## config.mk

```make
export PLATFORM = sky130hd
export DESIGN_NAME = secure_reg_reader
export DESIGN_NICKNAME = d
export VERILOG_FILES = /design/src/rtl/secure_reg_reader.sv
export SDC_FILE = /design/constraint.sdc
export NUM_CORES = 1
export LEC_CHECK = 0
export BUFFER_PORTS_ARGS = -buffer_cell sky130_fd_sc_hd__buf_4
export CAP_MARGIN = 40
export CORE_ASPECT_RATIO = 0.5
export CORE_MARGIN = 2
export CORE_UTILIZATION = 25
export DETAILED_ROUTE_END_ITERATION = 8
export HOLD_SLACK_MARGIN = 0.02
export SLEW_MARGIN = 20
export SYNTH_ARGS = -nofsm -noshare
export SYNTH_HDL_FRONTEND = slang
export SYNTH_SLANG_ARGS = --single-unit
```

## constraint.sdc

```tcl
create_clock -name clk -period 1.4 [get_ports clk]
set_clock_uncertainty 0.15 [all_clocks]
set_input_delay 0.21 -clock clk [delete_from_list [all_inputs] [get_ports clk]]
set_output_delay 0.21 -clock clk [all_outputs]
set_load 0.005 [all_outputs]
```

## src/rtl/secure_reg_reader.sv

```systemverilog
// secure_reg_reader: access-controlled read port for a small protected register bank.
// A read request is authorised against the usr_id presented in the same cycle. The
// addressed register is snapshotted into the response, which is held on a valid/ready
// channel until it is accepted. A run of consecutive denied reads starts a timed lockout.
//
// Optional feature macro: AUDIT_LOG_EN builds the last-denial audit log. When the macro
// is undefined, the audit ports are still present but are tied to 0.
//
// Ports:
//   clk, rst_n   clock (rising edge) and asynchronous active-low reset
//   bank_data    flattened register bank; register i is at [i*DATA_W +: DATA_W]
//   rd_req       read request; rd_addr and usr_id are valid with it
//   rd_req_rdy   request accepted when rd_req && rd_req_rdy
//   rd_valid     response valid; rd_data and rd_err are held until rd_ready
//   rd_data      response data (0 on denial)
//   rd_err       response is a denial
//   rd_ready     consumer accepts the response
//   locked       lockout in progress
//   audit_id     last denied id (0 unless AUDIT_LOG_EN is defined)
//   audit_addr   last denied address (0 unless AUDIT_LOG_EN is defined)
//   audit_cnt    saturating denial count (0 unless AUDIT_LOG_EN is defined)
module secure_reg_reader #(
    parameter int unsigned     DATA_W      = 8,
    parameter int unsigned     ADDR_W      = 2,
    parameter int unsigned     ID_W        = 3,
    parameter logic [ID_W-1:0] AUTH_ID     = 'h4,
    parameter int unsigned     LOCK_THRESH = 3,
    parameter int unsigned     LOCK_CYCLES = 16
) (
    input  logic                          clk,
    input  logic                          rst_n,
    input  logic [DATA_W*(2**ADDR_W)-1:0] bank_data,
    input  logic                          rd_req,
    input  logic [ADDR_W-1:0]             rd_addr,
    input  logic [ID_W-1:0]               usr_id,
    output logic                          rd_req_rdy,
    output logic                          rd_valid,
    output logic [DATA_W-1:0]             rd_data,
    output logic                          rd_err,
    input  logic                          rd_ready,
    output logic                          locked,
    output logic [ID_W-1:0]               audit_id,
    output logic [ADDR_W-1:0]             audit_addr,
    output logic [7:0]                    audit_cnt
);

    localparam int unsigned NREGS = 2 ** ADDR_W;
    localparam int unsigned CNT_W = $clog2(LOCK_THRESH + 1);
    localparam int unsigned TMR_W = $clog2(LOCK_CYCLES + 1);

    typedef enum logic [1:0] {
        IDLE   = 2'd0,
        RESP   = 2'd1,
        LOCKED = 2'd2
    } state_t;

    state_t             state_q, state_d;
    logic [DATA_W-1:0]  rd_data_q, rd_data_d;
    logic               rd_err_q, rd_err_d;
    logic               rd_valid_q, rd_valid_d;
    logic               rd_req_rdy_q, rd_req_rdy_d;
    logic               locked_q, locked_d;
    logic [CNT_W-1:0]   deny_cnt_q, deny_cnt_d;
    logic [TMR_W-1:0]   timer_q, timer_d;
    logic               grant_c;

    // Unflatten the bank so the read mux is a plain array index.
    logic [DATA_W-1:0]  bank_arr [NREGS];
    for (genvar i = 0; i < NREGS; i++) begin : g_bank
        assign bank_arr[i] = bank_data[i*DATA_W +: DATA_W];
    end

    // Authorisation uses the id presented in the accepting cycle only.
    assign grant_c = (usr_id == AUTH_ID);

    // Next-state and response logic.
    always_comb begin
        state_d    = state_q;
        rd_data_d  = rd_data_q;
        rd_err_d   = rd_err_q;
        deny_cnt_d = deny_cnt_q;
        timer_d    = timer_q;

        unique case (state_q)
            IDLE: begin
                if (rd_req) begin
                    state_d = RESP;
                    if (grant_c) begin
                        rd_data_d  = bank_arr[rd_addr];
                        rd_err_d   = 1'b0;
                        deny_cnt_d = '0;
                    end else begin
                        rd_data_d = '0;
                        rd_err_d  = 1'b1;
                        if (deny_cnt_q != CNT_W'(LOCK_THRESH)) begin
                            deny_cnt_d = deny_cnt_q + CNT_W'(1);
                        end
                    end
                end
            end
            RESP: begin
                if (rd_ready) begin
                    // Drop the payload once consumed so nothing lingers on the bus.
                    rd_data_d = '0;
                    rd_err_d  = 1'b0;
                    if (deny_cnt_q == CNT_W'(LOCK_THRESH)) begin
                        state_d    = LOCKED;
                        timer_d    = TMR_W'(LOCK_CYCLES);
                        deny_cnt_d = '0;
                    end else begin
                        state_d = IDLE;
                    end
                end
            end
            LOCKED: begin
                // Timer runs LOCK_CYCLES..1, one cycle each, so lockout lasts LOCK_CYCLES cycles.
                timer_d = timer_q - TMR_W'(1);
                if (timer_q == TMR_W'(1)) begin
                    state_d = IDLE;
                end
            end
            default: begin
                state_d = IDLE;
            end
        endcase

        // Status outputs are registered copies of the next state.
        rd_valid_d   = (state_d == RESP);
        rd_req_rdy_d = (state_d == IDLE);
        locked_d     = (state_d == LOCKED);
    end

    // State and output registers.
    always_ff @(posedge clk or negedge rst_n) begin
        if (!rst_n) begin
            state_q      <= IDLE;
            rd_data_q    <= '0;
            rd_err_q     <= 1'b0;
            rd_valid_q   <= 1'b0;
            rd_req_rdy_q <= 1'b1;
            locked_q     <= 1'b0;
            deny_cnt_q   <= '0;
            timer_q      <= '0;
        end else begin
            state_q      <= state_d;
            rd_data_q    <= rd_data_d;
            rd_err_q     <= rd_err_d;
            rd_valid_q   <= rd_valid_d;
            rd_req_rdy_q <= rd_req_rdy_d;
            locked_q     <= locked_d;
            deny_cnt_q   <= deny_cnt_d;
            timer_q      <= timer_d;
        end
    end

    assign rd_req_rdy = rd_req_rdy_q;
    assign rd_valid   = rd_valid_q;
    assign rd_data    = rd_data_q;
    assign rd_err     = rd_err_q;
    assign locked     = locked_q;

`ifdef AUDIT_LOG_EN
    logic              deny_accept_c;
    logic [ID_W-1:0]   audit_id_q, audit_id_d;
    logic [ADDR_W-1:0] audit_addr_q, audit_addr_d;
    logic [7:0]        audit_cnt_q, audit_cnt_d;

    assign deny_accept_c = (state_q == IDLE) && rd_req && !grant_c;

    // Record the most recent denial; the count saturates and only reset clears it.
    always_comb begin
        audit_id_d   = audit_id_q;
        audit_addr_d = audit_addr_q;
        audit_cnt_d  = audit_cnt_q;
        if (deny_accept_c) begin
            audit_id_d   = usr_id;
            audit_addr_d = rd_addr;
            if (audit_cnt_q != 8'hFF) begin
                audit_cnt_d = audit_cnt_q + 8'd1;
            end
        end
    end

    always_ff @(posedge clk or negedge rst_n) begin
        if (!rst_n) begin
            audit_id_q   <= '0;
            audit_addr_q <= '0;
            audit_cnt_q  <= '0;
        end else begin
            audit_id_q   <= audit_id_d;
            audit_addr_q <= audit_addr_d;
            audit_cnt_q  <= audit_cnt_d;
        end
    end

    assign audit_id   = audit_id_q;
    assign audit_addr = audit_addr_q;
    assign audit_cnt  = audit_cnt_q;
`else
    assign audit_id   = '0;
    assign audit_addr = '0;
    assign audit_cnt  = '0;
`endif

endmodule

```

==> results summary, run 1 <==
The flow ran to the end, but the final reports show violations. The checks that failed: setup timing. In this run, synthesis inferred 0 flip-flops with an integrated enable. The peak fanout along the critical path came out at 3.

The summed area of non-filler cells in the final layout came out at 1879 sq um. At the later pin of the worst-skew pair, clock insertion delay measures 0.26 ns. The global-route usage over all layers is 10.60%.

Dividing the detail-routed via count by the number of cells gives 4.329. The clock slew seen by the registers of the worst setup and hold paths is about 0.08 ns. The area of the core came out at between 4000 and 5000 sq um. The area growth from synthesis to layout is 48.86%. The signal on the critical path passes through inv_1, ha_1, nand3b_1, or4_1, nand3_1. Among all stages on the critical path, the largest delay is contributed by sky130_fd_sc_hd__dfrtp_1. The portion of the post-synthesis area used by sequential elements came out at 41.72%. In this run the remaining antenna-violating nets after routing total 0. In the synthesized netlist the async set-or-reset flop fraction comes to 100.0%.

The iteration count of the initial detailed-routing pass is 4. Max-cap violations in this run came to 0. The total negative slack for setup checks came out at -0.1599 ns. In this run, the number of DRC markers left after iteration 0 of detailed routing was 28. The gate family responsible for the most delay along the worst path is simple AND/OR/NAND/NOR gates. The synthesized netlist contains 35 unique library cells. The detailed-route via count is 1052. The shortest period the worst path allows came out at 1.427 ns. The critical path is of the flop to flop type. TritonCTS built the clock tree. The filler cell count in the final layout came out at 487. Summed over all layers, the routed wires come to approximately 3000 um. The number of clock sinks seen by CTS came out at 21. The critical path capture point type is a flop. The number of register bits inferred by synthesis is 21. The static leakage power is 0.0008872 uW. The biggest cell delay along the critical path is 0.41 ns. The min-delay analysis places its worst path in the category primary input to flop. The largest net degree at the start of global routing is 22. The overall power consumption is approximately 2600 uW. The routability-driven placement congestion ratio is slightly below 0.8. For this configuration, the core starts out at a cell density of 25.83%. The area after detailed placement is 1737 sq um.

Based on the critical path, the design can be clocked at up to between 700 and 800 MHz. The global-route congestion overflow total is 0. The buffer cell driving the clock tree root is sky130_fd_sc_hd__clkbuf_8. The power per unit of standard cell area is 1400 nW/um^2. A synthesized cell averages 11.80 sq um.

The initial antenna violation count is 0. The final worst slack is -0.02701 ns. The combined area of all synthesized cells is around 1300 sq um. The global-route wire length before repair came out at approximately 4700 um.

The post-layout net count came out at 218. The final setup violation count is 10. The horizontal extent of the die came out at 104.5 um. The number of design rule violations left after detail routing is 0. The routed length per placed instance is 12.46 um. The final critical path takes up 101.9% of the cycle. STA classifies the critical path startpoint as a flop.

The count of buffers from port buffering came out at 52. Leaving out fill and tap cells, the most frequent cells in the layout are 66 x sky130_fd_sc_hd__buf_4, 18 x sky130_fd_sc_hd__dfrtp_1, 13 x sky130_fd_sc_hd__conb_1. The half-perimeter wire length after detailed placement came out at 2280 um. The biggest area consumer among synthesized cells is sky130_fd_sc_hd__dfrtp_1. In this run the count of I/O pins placed on the die edge is 66.

The data required time at the worst endpoint is 1.45 ns. Counting both buffers and inverters, the worst setup path holds a total of 1. The diode insertion count for antenna repair is 0.

For this run, the number of Yosys warnings is 0. The maximum vdd drop came out at 0.5470 mV. The via count of the first global-routing pass is 1003. Ranked by total cell area, the synthesized netlist is headed by sky130_fd_sc_hd__dfrtp_1 40%, sky130_fd_sc_hd__mux4_2 14%, sky130_fd_sc_hd__buf_4 7.7%. The area enclosed by the die boundary came out at 5669 sq um. The arrival time at the worst endpoint came out at between 1 and 1.5 ns. The number of H-tree branching levels is 1. Setup repair after global routing could not meet its margin everywhere. The total number of placement rows is 18. The proportion of layout cells with a drive suffix above 1 came out at 53.18%. In the synthesized netlist the dominant register cell turns out to be sky130_fd_sc_hd__dfrtp_1. The floorplan die height is 54.25 um. The fraction of synthesized cell area taken by the top area cell type is 39.64%. The max-slew violation total from the final report was 0. The synthesized netlist cell count is around 110. Leaving out fill and tap cells, the most frequent cell in the layout is sky130_fd_sc_hd__buf_4. Buffers inserted during clock tree synthesis total 3. The final count of hold timing violations came out at 0.

The maximum buffer depth of the clock tree is 2.
-- synthesized netlist by cell type (4+ instances only) --
library cell and n:
sky130_fd_sc_hd__mux4_2 8, sky130_fd_sc_hd__buf_4 13, sky130_fd_sc_hd__inv_1 6, sky130_fd_sc_hd__and2_1 4, sky130_fd_sc_hd__a22o_1 8, sky130_fd_sc_hd__dfrtp_1 20
-- flip-flops by register name (all words and copies together), names as in the netlist --
register	cells
rd_req_rdy	1
rd_data	8
timer_q	5
locked	1
state_q	2
rd_err	1
deny_cnt_q	2
rd_valid	1
-- report_power, final --
part / leakage [uW] / internal (uW) / switching, uW
sequential: 0.000266 / 822 / 220
clock: 0.0000228 / 203 / 195
combinational: 0.000598 / 724 / 466
-- cell type report --
type	count	area, sq um	share of cell area, %
Clock buffer	4	45.04	2.397
Multi-Input combinational cell	73	666.9	35.49
Sequential cell	21	529.3	28.16
Timing Repair Buffer	69	528.0	28.10
Tap cell	70	87.58	4.660
Inverter	6	22.52	1.198
-- path summary, 6_finish.rpt --
| kind | cells after the start | start | endpoint | slack, ns |
|---|---|---|---|---|
| hold reg to reg | 1 | rd_data[6] | rd_data[6] | 0.36 |
| min in group asynchronous | 2 | rst_n | rd_data[6] | 0.21 |
| hold / removal | 3 | rd_req | rd_valid | 0.11 |
| max in group asynchronous | 2 | rst_n | rd_req_rdy | 0.62 |
| setup / recovery | 5 | timer_q[0] | timer_q[4] | -0.03 |
| setup reg to reg | 5 | timer_q[0] | timer_q[4] | -0.03 |
-- per-stage QoR --
step,worst slack (ns),hold slack [ns],util [%],std cells
finish,-0.02701,0.1139,38.45,243
global route,-0.08072,0.1384,38.45,243
CTS,-0.03091,0.1097,37.25,241
detailed placement,-0.07011,-0.04133,35.54,234
global placement,-0.08836,-0.03933,35.54,234
floorplan,0.001082,-0.2356,-,119
-- worst reg2reg max path, stage by stage, from the launching register on --
cell	delay [ns]
sky130_fd_sc_hd__dfrtp_1	0.41
sky130_fd_sc_hd__inv_1	0.07
sky130_fd_sc_hd__ha_1	0.15
sky130_fd_sc_hd__nand3b_1	0.10
sky130_fd_sc_hd__or4_1	0.41
sky130_fd_sc_hd__nand3_1	0.09
-- logic make-up after synthesis --
logic type,after synthesis,share of synthesized area (%)
compound gates,21,12.49
other cells,1,0.2970
flops,21,41.72
buf+inv,25,12.78
fa+ha+maj,3,2.974
mux,10,15.86
simple gates,25,13.18
xor+xnor,1,0.6939
-- what timing repair did --
action | 4_1_cts | 5_1_grt
buffers inserted | 2 | 2
hold buffers | 1 | 0
setup endpoints to repair | 13 | 17
pin swaps | 6 | 2
resized for setup | 5 | 9
endpoints found under the hold margin | 21 | 0
-- metal layers --
metal | GRT usage, % | share of wire (%) | vias to the layer above
met4 | 4.054 | 1.3 | 0
met5 | 0 | 0 | -
li1 | - | - | 500
met2 | 17.86 | 46 | 44
met1 | 13.76 | 46 | 504
met3 | 2.381 | 6.9 | 4
Note: power is estimated with default switching activity, not from simulation.
==> inputs of run 2 (changes only) <==
- CORE_MARGIN: 2 -> unset
- CORE_UTILIZATION: 25 -> 40
- PLACE_DENSITY: unset -> 0.75
==> run 2 against run 1 <==
Effect of this change: the flow still finishes with violations (setup timing); cell count shrank 15%; wire length fell by 6.4%; worst hold slack lost 0.0011 ns; sequential share of layout area increased by 0.93 points; power is 1.2% lower; via count down 0.86%; non-clock buffer count down 3; design area decreased by 3.2%; first-iteration DRC count increased to 3.0 times the previous value; combinational power down 4%; die area decreased by 40%; core utilization increased by 27 points; critical path type unchanged.
==> results summary, run 2 (same netlist as run 1, synthesis figures left out) <==
The flow ran to the end, but the final reports show violations. The final reports fail on setup timing. The diode insertion count for antenna repair came out at 0 (unchanged). Leaving out fill and tap cells, the most frequent cell in the layout is sky130_fd_sc_hd__buf_4. The proportion of layout cells with a drive suffix above 1 is 52.94% (-0.24 points). The utilization of the core after routing came out at 65.41% (+27 points). The half-perimeter wire length after detailed placement is 2155 um (-5.5%). The via count normalized by instance count is 5.039 (+16%). TritonCTS built the clock tree. The endpoint of the lowest-slack register-to-register path is timer_q[2]. The clock slew seen by the registers of the worst setup and hold paths is 0.08 ns (about the same). The worst register-to-register path begins at timer_q[0]. The number of design rule violations left after detail routing is 0 (unchanged).

The static leakage power was 0.0008668 uW (-2.3%). The shortest period the worst path allows came to 1.421 ns (-0.005712 ns). The clock buffer count from CTS is 3 (unchanged). The routability-driven placement congestion ratio is 0.7519 (-4.5%). The power per unit of standard cell area came out at 1429 nW/um^2 (+2.1%). The via count of the first global-routing pass is 1074 (+7.1%).

The total number of placement rows came out at 13 (-5). The largest net degree at the start of global routing came out at 22 (unchanged). The startpoint identified for the worst hold timing path is rd_req. The routed length per placed instance is 13.69 um (+9.8%).

The initial antenna violation count was 0 (unchanged). The global-route usage over all layers came out at 18.53% (+7.9 points). The setup path with the least slack is of type flop to flop.

The final worst slack is -0.02130 ns (+0.005712 ns). The antenna violation net count after detailed routing is 0 (unchanged). The number of flip-flops under the largest register name came out at 8 (unchanged). The element type at the critical path start is a flop. The cell total after placement is 199 (-15%). The internal reg-to-reg setup slack came to -0.02 ns (about the same).

The length in cells of the worst reg-to-reg path is 6 (+1). The iteration count of the initial detailed-routing pass is 4 (unchanged). The aggregate routed wire length came out at 2833 um (-6.4%). Leaving out fill and tap cells, the most frequent cells in the layout are 63 x sky130_fd_sc_hd__buf_4, 18 x sky130_fd_sc_hd__dfrtp_1, 13 x sky130_fd_sc_hd__conb_1.

The latest clock arrival within the worst-skew pair came to 0.27 ns (about the same). The post-route non-filler standard cell count came to 207 (-15%). The area overhead of the layout relative to synthesis came out at 44.10%.

The count of buffers from port buffering is 52 (unchanged). The number of max-cap violations came out at 0 (unchanged). The number of clock sinks seen by CTS came out at 21 (unchanged). The post-layout net count is 215 (-1.4%). The final setup violation count was 7 (-3). The max-slew violation total from the final report came out at 0 (unchanged). The global-route wire length before repair is 4809 um (+3.4%). The first-iteration detailed-routing DRC count is 84 (+200%).

The data required time at the worst endpoint was 1.40 ns (-0.05 ns). The path with the worst hold slack has its endpoint at rd_valid. The floorplan die height came out at 41.73 um (-23%). The area of the core is 2781 sq um (-43%).

The horizontal extent of the die came out at 81.45 um (-22%). The maximum vdd drop was 0.6925 mV (+27%). The detailed-route via count came out at 1043 (-0.86%). The critical path capture point type is a flop. The global-route congestion overflow total is 0 (unchanged).

The maximum buffer depth of the clock tree is 2 (unchanged). The final count of hold timing violations is 0 (unchanged). The area enclosed by the die boundary came out at 3399 sq um (-40%).

The peak fanout along the critical path came out at 4 (+1). The effective utilization at floorplan came out at 45.39% (+20 points). The cell sitting at the root of the clock tree is a sky130_fd_sc_hd__clkbuf_8.

The arrival time at the worst endpoint is 1.43 ns (-0.05 ns). Setup repair after global routing could not meet its margin everywhere. The worst hold-check path type is primary input to flop.

The ratio of final minimum period to clock period is 101.5% (-0.41 points). The fmax is 703.6 MHz (+0.40%). The number of primary I/O pins came out at 66 (unchanged). The number of H-tree branching levels was 1 (unchanged). The worst hold path cell count was 3 (unchanged).
[run 2: layout make-up]
type | count | area [sq um]
clock buffers | 3 | 41.29
clock inverters | 1 | 7.507
fillers | 219 | 962.2
inverters | 6 | 22.52
multi-input cells | 73 | 666.9
flip-flops and latches | 21 | 529.3
well taps | 37 | 46.29
repair buffers | 66 | 505.5
[run 2: per-stage QoR]
stage               instance area, sq um  TNS (ns)  power, uW  setup slack (ns)  hold WS (ns)
floorplan                           1308         0       1583          0.001082       -0.2356
global placement                    1680   -0.1395       1926          -0.02024      -0.04575
detailed placement                  1680   -0.7424       1987           -0.1038      -0.04295
CTS                                 1762  -0.07032       2456          -0.04267        0.1067
global route                        1819   -0.9071       2795           -0.1140        0.1344
finish                              1819  -0.05722       2599          -0.02130        0.1128
[run 2: worst max path at each step]
stage	to	from	cells past startpoint
global placement	rd_data[5]	state_q[0]	3
floorplan	timer_q[4]	state_q[0]	4
detailed placement	timer_q[4]	timer_q[0]	6
finish	timer_q[2]	timer_q[0]	6
global route	timer_q[4]	timer_q[0]	5
CTS	timer_q[4]	timer_q[0]	6
[run 2: worst max-delay path, stage by stage (launching register included)]
cell and delay, ns:
sky130_fd_sc_hd__dfrtp_1 0.42, sky130_fd_sc_hd__inv_1 0.07, sky130_fd_sc_hd__ha_1 0.14, sky130_fd_sc_hd__nand3b_1 0.09, sky130_fd_sc_hd__buf_4 0.17, sky130_fd_sc_hd__xnor2_1 0.12, sky130_fd_sc_hd__and2_1 0.16
[run 2: power breakdown]
group          total [uW]  internal, uW  switching, uW
Clock                 408           201            206
Sequential           1050           822            225
Combinational        1140           676            468
Total                2600          1700            900
[run 2: what timing repair did]
item                       in CTS  in global routing
pin swaps                       2                  2
setup endpoints to repair      15                 18
gates cloned                    0                  0
hold buffers                    1                  0
gates resized for setup         4                 11
hold endpoints to repair       21                  0
buffers inserted                1                  2
[run 2: routing by layer]
layer	track usage [%]	wire length [um]
met2	30.17	1363
met1	23.64	1228
met5	0	0
met4	7.143	44
met3	4.615	195
